--- src/rtl/cpu_memory.sv ---
// Memory stage: executes loads/stores over a single-outstanding request/ready bus and emits the writeback bundle.
// Optional: define CPU_MEMORY_MISALIGNED_EN to split word-crossing misaligned accesses into two bus transactions.

module cpu_memory #(
   parameter int ADDR_WIDTH = 32
) (
   input  logic        i_clock,
   input  logic        i_reset,
   input  logic [82:0] i_data,
   output logic        o_busy,
   output logic [38:0] o_data,
   output logic        o_bus_request,
   output logic        o_bus_rw,
   output logic [31:0] o_bus_address,
   output logic [31:0] o_bus_wdata,
   output logic [3:0]  o_bus_wmask,
   input  logic        i_bus_ready,
   input  logic [31:0] i_bus_rdata,
   output logic        o_flush,
   output logic        o_fault
);

   localparam logic [2:0] ST_IDLE   = 3'd0;
   localparam logic [2:0] ST_READ   = 3'd1;
   localparam logic [2:0] ST_WRITE  = 3'd3;
`ifdef CPU_MEMORY_MISALIGNED_EN
   localparam logic [2:0] ST_READ2  = 3'd2;
   localparam logic [2:0] ST_WRITE2 = 3'd4;
`endif

   localparam logic [31:0] ADDR_MASK = (ADDR_WIDTH >= 32) ? 32'hFFFF_FFFF
                                     : 32'((64'd1 << ADDR_WIDTH) - 64'd1);
   localparam logic [31:0] WORD_MASK = ADDR_MASK & ~32'd3;

   logic [2:0]  state;
   logic        last_strobe;
   logic [5:0]  lat_rd;
   logic [1:0]  lat_width;
   logic [1:0]  lat_offset;
   logic        lat_signed;
   logic        lat_strobe;

   logic        in_strobe;
   logic [5:0]  in_rd;
   logic [31:0] in_value;
   logic        in_read;
   logic        in_write;
   logic        in_flush;
   logic [1:0]  in_width;
   logic        in_signed;
   logic [31:0] in_address;
   logic [1:0]  offset;
   logic        unused_inst_rd;

   logic        new_inst;
   logic        mem_op;
   logic        bad_access;
   logic        ready_ok;
   logic [3:0]  base_mask;
   logic [31:0] store_wdata;
   logic [3:0]  store_wmask;
   logic [31:0] raw_word;
   logic [31:0] load_value;

   assign in_strobe      = i_data[82];
   assign in_rd          = i_data[81:76];
   assign in_value       = i_data[75:44];
   assign in_read        = i_data[43];
   assign in_write       = i_data[42];
   assign in_flush       = i_data[41];
   assign in_width       = i_data[40:39];
   assign in_signed      = i_data[38];
   assign in_address     = i_data[37:6];
   assign offset         = in_address[1:0];
   assign unused_inst_rd = ^i_data[5:0];

   assign mem_op   = in_read | in_write;
   assign new_inst = (state == ST_IDLE) & ~o_fault & (in_strobe != last_strobe);
   assign ready_ok = i_bus_ready & o_bus_request;

   // A fault parks the stage: execute stays stalled until reset clears it.
   assign o_busy = i_reset & ((state != ST_IDLE) | o_fault | (new_inst & mem_op));

   always_comb begin
      base_mask = 4'b0000;
      case (in_width)
         2'd0:    base_mask = 4'b0001;
         2'd1:    base_mask = 4'b0011;
         2'd2:    base_mask = 4'b1111;
         default: base_mask = 4'b0000;
      endcase
   end

`ifdef CPU_MEMORY_MISALIGNED_EN
   logic        crosses;
   logic        lat_cross;
   logic [31:0] lo_word;
   logic [31:0] wdata_hi;
   logic [3:0]  wmask_hi;
   logic [63:0] wdata_wide;
   logic [7:0]  wmask_wide;
   logic [63:0] merged;

   assign crosses     = ((in_width == 2'd1) && (offset == 2'd3)) ||
                        ((in_width == 2'd2) && (offset != 2'd0));
   assign bad_access  = (in_width == 2'd3);
   assign wdata_wide  = {32'd0, in_value} << {offset, 3'b000};
   assign wmask_wide  = {4'd0, base_mask} << offset;
   assign store_wdata = wdata_wide[31:0];
   assign store_wmask = wmask_wide[3:0];
   // Second half of a split load: earlier word supplies the low lanes.
   assign merged      = (state == ST_READ2) ? {i_bus_rdata, lo_word} : {32'd0, i_bus_rdata};
   assign raw_word    = 32'(merged >> {lat_offset, 3'b000});
`else
   assign bad_access  = (in_width == 2'd3) ||
                        ((in_width == 2'd1) && offset[0]) ||
                        ((in_width == 2'd2) && (offset != 2'd0));
   assign store_wdata = in_value << {offset, 3'b000};
   assign store_wmask = base_mask << offset;
   assign raw_word    = i_bus_rdata >> {lat_offset, 3'b000};
`endif

   always_comb begin
      load_value = raw_word;
      case (lat_width)
         2'd0:    load_value = {{24{lat_signed & raw_word[7]}}, raw_word[7:0]};
         2'd1:    load_value = {{16{lat_signed & raw_word[15]}}, raw_word[15:0]};
         default: load_value = raw_word;
      endcase
   end

   // Stage sequencer: accepts one instruction in IDLE, runs its bus transaction(s), then toggles the writeback strobe.
   always_ff @(posedge i_clock or negedge i_reset) begin
      if (!i_reset) begin
         state         <= ST_IDLE;
         last_strobe   <= 1'b0;
         lat_rd        <= 6'd0;
         lat_width     <= 2'd0;
         lat_offset    <= 2'd0;
         lat_signed    <= 1'b0;
         lat_strobe    <= 1'b0;
         o_data        <= 39'd0;
         o_bus_request <= 1'b0;
         o_bus_rw      <= 1'b0;
         o_bus_address <= 32'd0;
         o_bus_wdata   <= 32'd0;
         o_bus_wmask   <= 4'd0;
         o_flush       <= 1'b0;
         o_fault       <= 1'b0;
`ifdef CPU_MEMORY_MISALIGNED_EN
         lat_cross     <= 1'b0;
         lo_word       <= 32'd0;
         wdata_hi      <= 32'd0;
         wmask_hi      <= 4'd0;
`endif
      end else begin
         o_flush <= 1'b0;
         case (state)
            ST_IDLE: begin
               if (new_inst) begin
                  if (!mem_op) begin
                     o_data      <= {~o_data[38], in_rd, in_value};
                     last_strobe <= in_strobe;
                     o_flush     <= in_flush;
                  end else if (bad_access) begin
                     o_fault <= 1'b1;
                  end else begin
                     lat_rd        <= in_rd;
                     lat_width     <= in_width;
                     lat_offset    <= offset;
                     lat_signed    <= in_signed;
                     lat_strobe    <= in_strobe;
                     o_bus_request <= 1'b1;
                     o_bus_address <= in_address & WORD_MASK;
`ifdef CPU_MEMORY_MISALIGNED_EN
                     lat_cross     <= crosses;
                     wdata_hi      <= wdata_wide[63:32];
                     wmask_hi      <= wmask_wide[7:4];
`endif
                     if (in_read) begin
                        o_bus_rw <= 1'b0;
                        state    <= ST_READ;
                     end else begin
                        o_bus_rw    <= 1'b1;
                        o_bus_wdata <= store_wdata;
                        o_bus_wmask <= store_wmask;
                        state       <= ST_WRITE;
                     end
                  end
               end
            end
            ST_READ: begin
               if (ready_ok) begin
`ifdef CPU_MEMORY_MISALIGNED_EN
                  if (lat_cross) begin
                     lo_word       <= i_bus_rdata;
                     o_bus_address <= (o_bus_address + 32'd4) & WORD_MASK;
                     state         <= ST_READ2;
                  end else begin
                     o_bus_request <= 1'b0;
                     o_data        <= {~o_data[38], lat_rd, load_value};
                     last_strobe   <= lat_strobe;
                     state         <= ST_IDLE;
                  end
`else
                  o_bus_request <= 1'b0;
                  o_data        <= {~o_data[38], lat_rd, load_value};
                  last_strobe   <= lat_strobe;
                  state         <= ST_IDLE;
`endif
               end
            end
            ST_WRITE: begin
               if (ready_ok) begin
`ifdef CPU_MEMORY_MISALIGNED_EN
                  if (lat_cross) begin
                     o_bus_address <= (o_bus_address + 32'd4) & WORD_MASK;
                     o_bus_wdata   <= wdata_hi;
                     o_bus_wmask   <= wmask_hi;
                     state         <= ST_WRITE2;
                  end else begin
                     o_bus_request <= 1'b0;
                     o_data        <= {~o_data[38], 6'd0, 32'd0};
                     last_strobe   <= lat_strobe;
                     state         <= ST_IDLE;
                  end
`else
                  o_bus_request <= 1'b0;
                  o_data        <= {~o_data[38], 6'd0, 32'd0};
                  last_strobe   <= lat_strobe;
                  state         <= ST_IDLE;
`endif
               end
            end
`ifdef CPU_MEMORY_MISALIGNED_EN
            ST_READ2: begin
               if (ready_ok) begin
                  o_bus_request <= 1'b0;
                  o_data        <= {~o_data[38], lat_rd, load_value};
                  last_strobe   <= lat_strobe;
                  state         <= ST_IDLE;
               end
            end
            ST_WRITE2: begin
               if (ready_ok) begin
                  o_bus_request <= 1'b0;
                  o_data        <= {~o_data[38], 6'd0, 32'd0};
                  last_strobe   <= lat_strobe;
                  state         <= ST_IDLE;
               end
            end
`endif
            default: begin
               o_bus_request <= 1'b0;
               state         <= ST_IDLE;
            end
         endcase
      end
   end

endmodule

--- config.mk ---
export PLATFORM = sky130hd
export DESIGN_NAME = cpu_memory
export DESIGN_NICKNAME = d
export VERILOG_FILES = /design/src/rtl/cpu_memory.sv
export SDC_FILE = /design/constraint.sdc
export NUM_CORES = 1
export LEC_CHECK = 0
export CORE_ASPECT_RATIO = 1.2
export CORE_MARGIN = 1.5
export CORE_UTILIZATION = 40
export DETAILED_ROUTE_END_ITERATION = 10
export PLACE_DENSITY = 0.87
export SYNTH_ARGS = -nofsm -noshare
export SYNTH_HDL_FRONTEND = slang
export SYNTH_SLANG_ARGS = --single-unit
--- constraint.sdc ---
create_clock -name i_clock -period 2.1 [get_ports i_clock]
set_input_delay 0.63 -clock i_clock [delete_from_list [all_inputs] [get_ports i_clock]]
set_output_delay 0.63 -clock i_clock [all_outputs]
set_load 0.01 [all_outputs]
==> flow_metrics.tcl <==
set metrics [dict create \
    path_clk_slew_ns 0.05 \
    std_cell_rows 49 \
    critical_path_class "in -> reg" \
    yosys_warnings 0 \
    async_flop_share_pct 100 \
    firstDrtPassIters 6 \
    hp-class "in -> async" \
    viasPerCell 5.41 \
    synth_area_um2 6140 \
    die_y_um 139 \
    drc 0 \
    clk_latency_ns 0.42 \
    ant_nets 0 \
    core_um2 15000 \
    cts_sinks 123 \
    multiInputGateArea_um2 2900 \
    cts_buffers 17 \
    cp_slowest_cell "mux2_4" \
    placed_area_um2 8910 \
    rr_worst_depth 9 \
    cp_cell_sequence "buf_6 -> buf_8 -> ha_2 -> nor2_2 -> o21bai_2 -> buf_4 -> nor4b_4 -> buf_4 -> buf_6 -> buf_12 -> mux2_4" \
    gp_congestion 0.900 \
    drive_gt1_share_pct 22.5 \
    port-buffer-count 221 \
    die_area_um2 16100 \
    area.sequential_um2 3080 \
    tightestPinTransition_ns 0.821 \
    finalCritPeriodShare_pct 99.4 \
    yosys.area_share.adder_pct 1.43 \
    slew_viol_final 0 \
    final_core_util_pct 65.7 \
    overflow 0 \
    fmax_mhz 479 \
    area_growth_syn_to_layout_pct 60.7 \
    whs_ns 0.231 \
    startpoint_type "primary input" \
    yosys.area_share.simple_pct 9.73 \
    ys_seq_area_share_pct 50.2 \
    layout.nets 975 \
    grt_max_degree 61 \
    ir_worst_vdd_uv 718 \
    drtIter0Drc 472 \
    synth_top_family_by_area "multiplexers" \
    cp-end-kind "flip-flop" \
    synth-seq-cells 123 \
    vias 5772 \
    setup_tns_ns 0 \
    synthCells 580 \
    final_common_cell "clkdlybuf4s50_1" \
    fill_cells 1118 \
    path_buf_inv 6 \
    grt_pass1_wl_mm 33.3 \
    setup_viol 0 \
    slowest_delay_ns 0.30 \
    final_area_um2 9860 \
    cts_root_buf "clkbuf_16" \
    worst_ep_required_time_ns 2.40 \
    finalHoldViolations 0 \
    rsz0062_at_grt "true" \
    slew_headroom_pct 45.3 \
    layout_common_cells "210 x clkdlybuf4s50_1, 123 x dfrtp_1, 68 x nor2_1" \
    p_leak_nw 4.28 \
    syn_area_per_cell_um2 10.6 \
    timing.max_cap.violations 0 \
    synth-edff-count 0 \
    grt_pass1_vias 5912 \
    synthMuxAreaShare_pct 17.9 \
    cts_max_path_buffers 2 \
    status "completed" \
    wirelength_mm 21.9 \
    ios 230 \
    crit_family "buffers and inverters" \
    ys_types 43 \
    synth_compound_area_share_pct 15.3 \
    ctsHtreeMaxLevel 4 \
    grt_usage_pct 27.6 \
    power_density_nw_per_um2 1410 \
    initial_utilization_pct 40.8 \
    synth_xor_area_share_pct 0.285 \
    path_max_fanout 5 \
    finClkSkew_ns 0.00834 \
    hpwlAfterDp_mm 14.9 \
    antenna_found_initial 0 \
    ys.flop_type "dfrtp_1" \
    period_minus_slack_ns 2.09 \
    die_w_um 116 \
    cp.depth 11 \
    critPathArrivalTime_ns 2.38 \
    wl_per_cell_um 20.6 \
    cts_tree "done" \
]
worst reg2reg max path, stage by stage (launching register included):
cell	delay (ns)
dfrtp_1	0.37
inv_1	0.08
buf_4	0.11
ha_1	0.36
inv_1	0.13
a221oi_4	0.36
buf_6	0.18
buf_12	0.14
nor2_1	0.06
a21oi_1	0.18
registers in the layout (all words and copies together), names as in the netlist, 2 cells and up:
signal         cells
lat_width          2
o_bus_address     30
o_data            39
lat_offset         2
lat_rd             6
state              2
o_bus_wdata       32
o_bus_wmask        4
where the power goes:
group / internal [W] / switching [W] / total [W]
registers: 0.00355 / 0.000711 / 0.00426
clock network: 0.00178 / 0.00103 / 0.00281
logic: 0.00371 / 0.00310 / 0.00681
total: 0.00903 / 0.00484 / 0.0139
logic make-up (layout without fill, tap and decap cells):
group | after synthesis | count (layout)
simple gates | 130 | 130
flops | 123 | 123
buf+inv | 64 | 344
compound gates | 153 | 153
xor+xnor | 2 | 2
fa+ha+maj | 7 | 7
other cells | 1 | 3
mux | 100 | 100
area by class of cell:
class	instances	share of cell area, %
antenna	1	0.0254
clock buffer	22	4.71
tap	204	2.59
multi-input combinational	394	29.4
sequential	123	31.2
clock inverter	8	0.964
timing repair buffer	295	30.3
inverter	19	0.799
worst paths after layout:
kind,from,to,slack [ns]
worst max register to register,state[1],o_data[6],0.07
min in group i_clock,o_data[38],o_data[38],0.49
worst min register to register,o_data[38],o_data[38],0.49
max in group asynchronous,i_reset,o_bus_address[29],0.79
worst max-delay path,i_data[39],lat_rd[4],0.01
worst min-delay path,i_reset,o_bus_wdata[29],0.23
timing repair:
| action | 4_1_cts | 5_1_grt |
|---|---|---|
| cloned | 7 | 2 |
| endpoints found under the hold margin | 0 | 0 |
| pin swaps | 5 | 6 |
| endpoints found under the setup margin | 89 | 74 |
| resized for setup | 40 | 15 |
| setup buffers | 10 | 5 |
| hold buffers | 0 | 0 |
per-layer routing:
| layer | GRT usage (%) | wire length (µm) | vias to the layer above |
|---|---|---|---|
| met5 | 0 | 0 | - |
| met4 | 14.0 | 1100 | 0 |
| met3 | 7.30 | 1750 | 58 |
| met2 | 44.6 | 10600 | 305 |
| met1 | 33.7 | 8500 | 2787 |
| li1 | - | - | 2622 |
through the flow:
step | setup WS [ns] | cells | power, W
4_1_cts | 0.00293 | 1060 | 0.0136
3_3_place_gp | -0.700 | 1013 | 0.0104
6_report | 0.0128 | 1066 | 0.0139
5_1_grt | -0.0497 | 1065 | 0.0146
2_1_floorplan | -0.0724 | 581 | 0.00715
3_5_place_dp | -0.774 | 1013 | 0.0106
cells in the mapped netlist (all sizes together), types with 2 or more instances:
cell type,n,area (µm²)
nand3,16,80.1
nand2,20,75.1
dfrtp,123,3080
nor2b,14,87.6
a21oi,52,260
mux2i,32,320
o21ai,27,139
clkbuf,11,41.3
a31oi,24,150
xor2,2,17.5
nor3,2,10.0
buf,34,203
a211oi,8,60.1
a31o,2,17.5
nor2,71,267
ha,7,87.6
mux2,67,754
inv,19,71.3
a22oi,30,225
No activity file was read; power rests on OpenSTA's default activity.
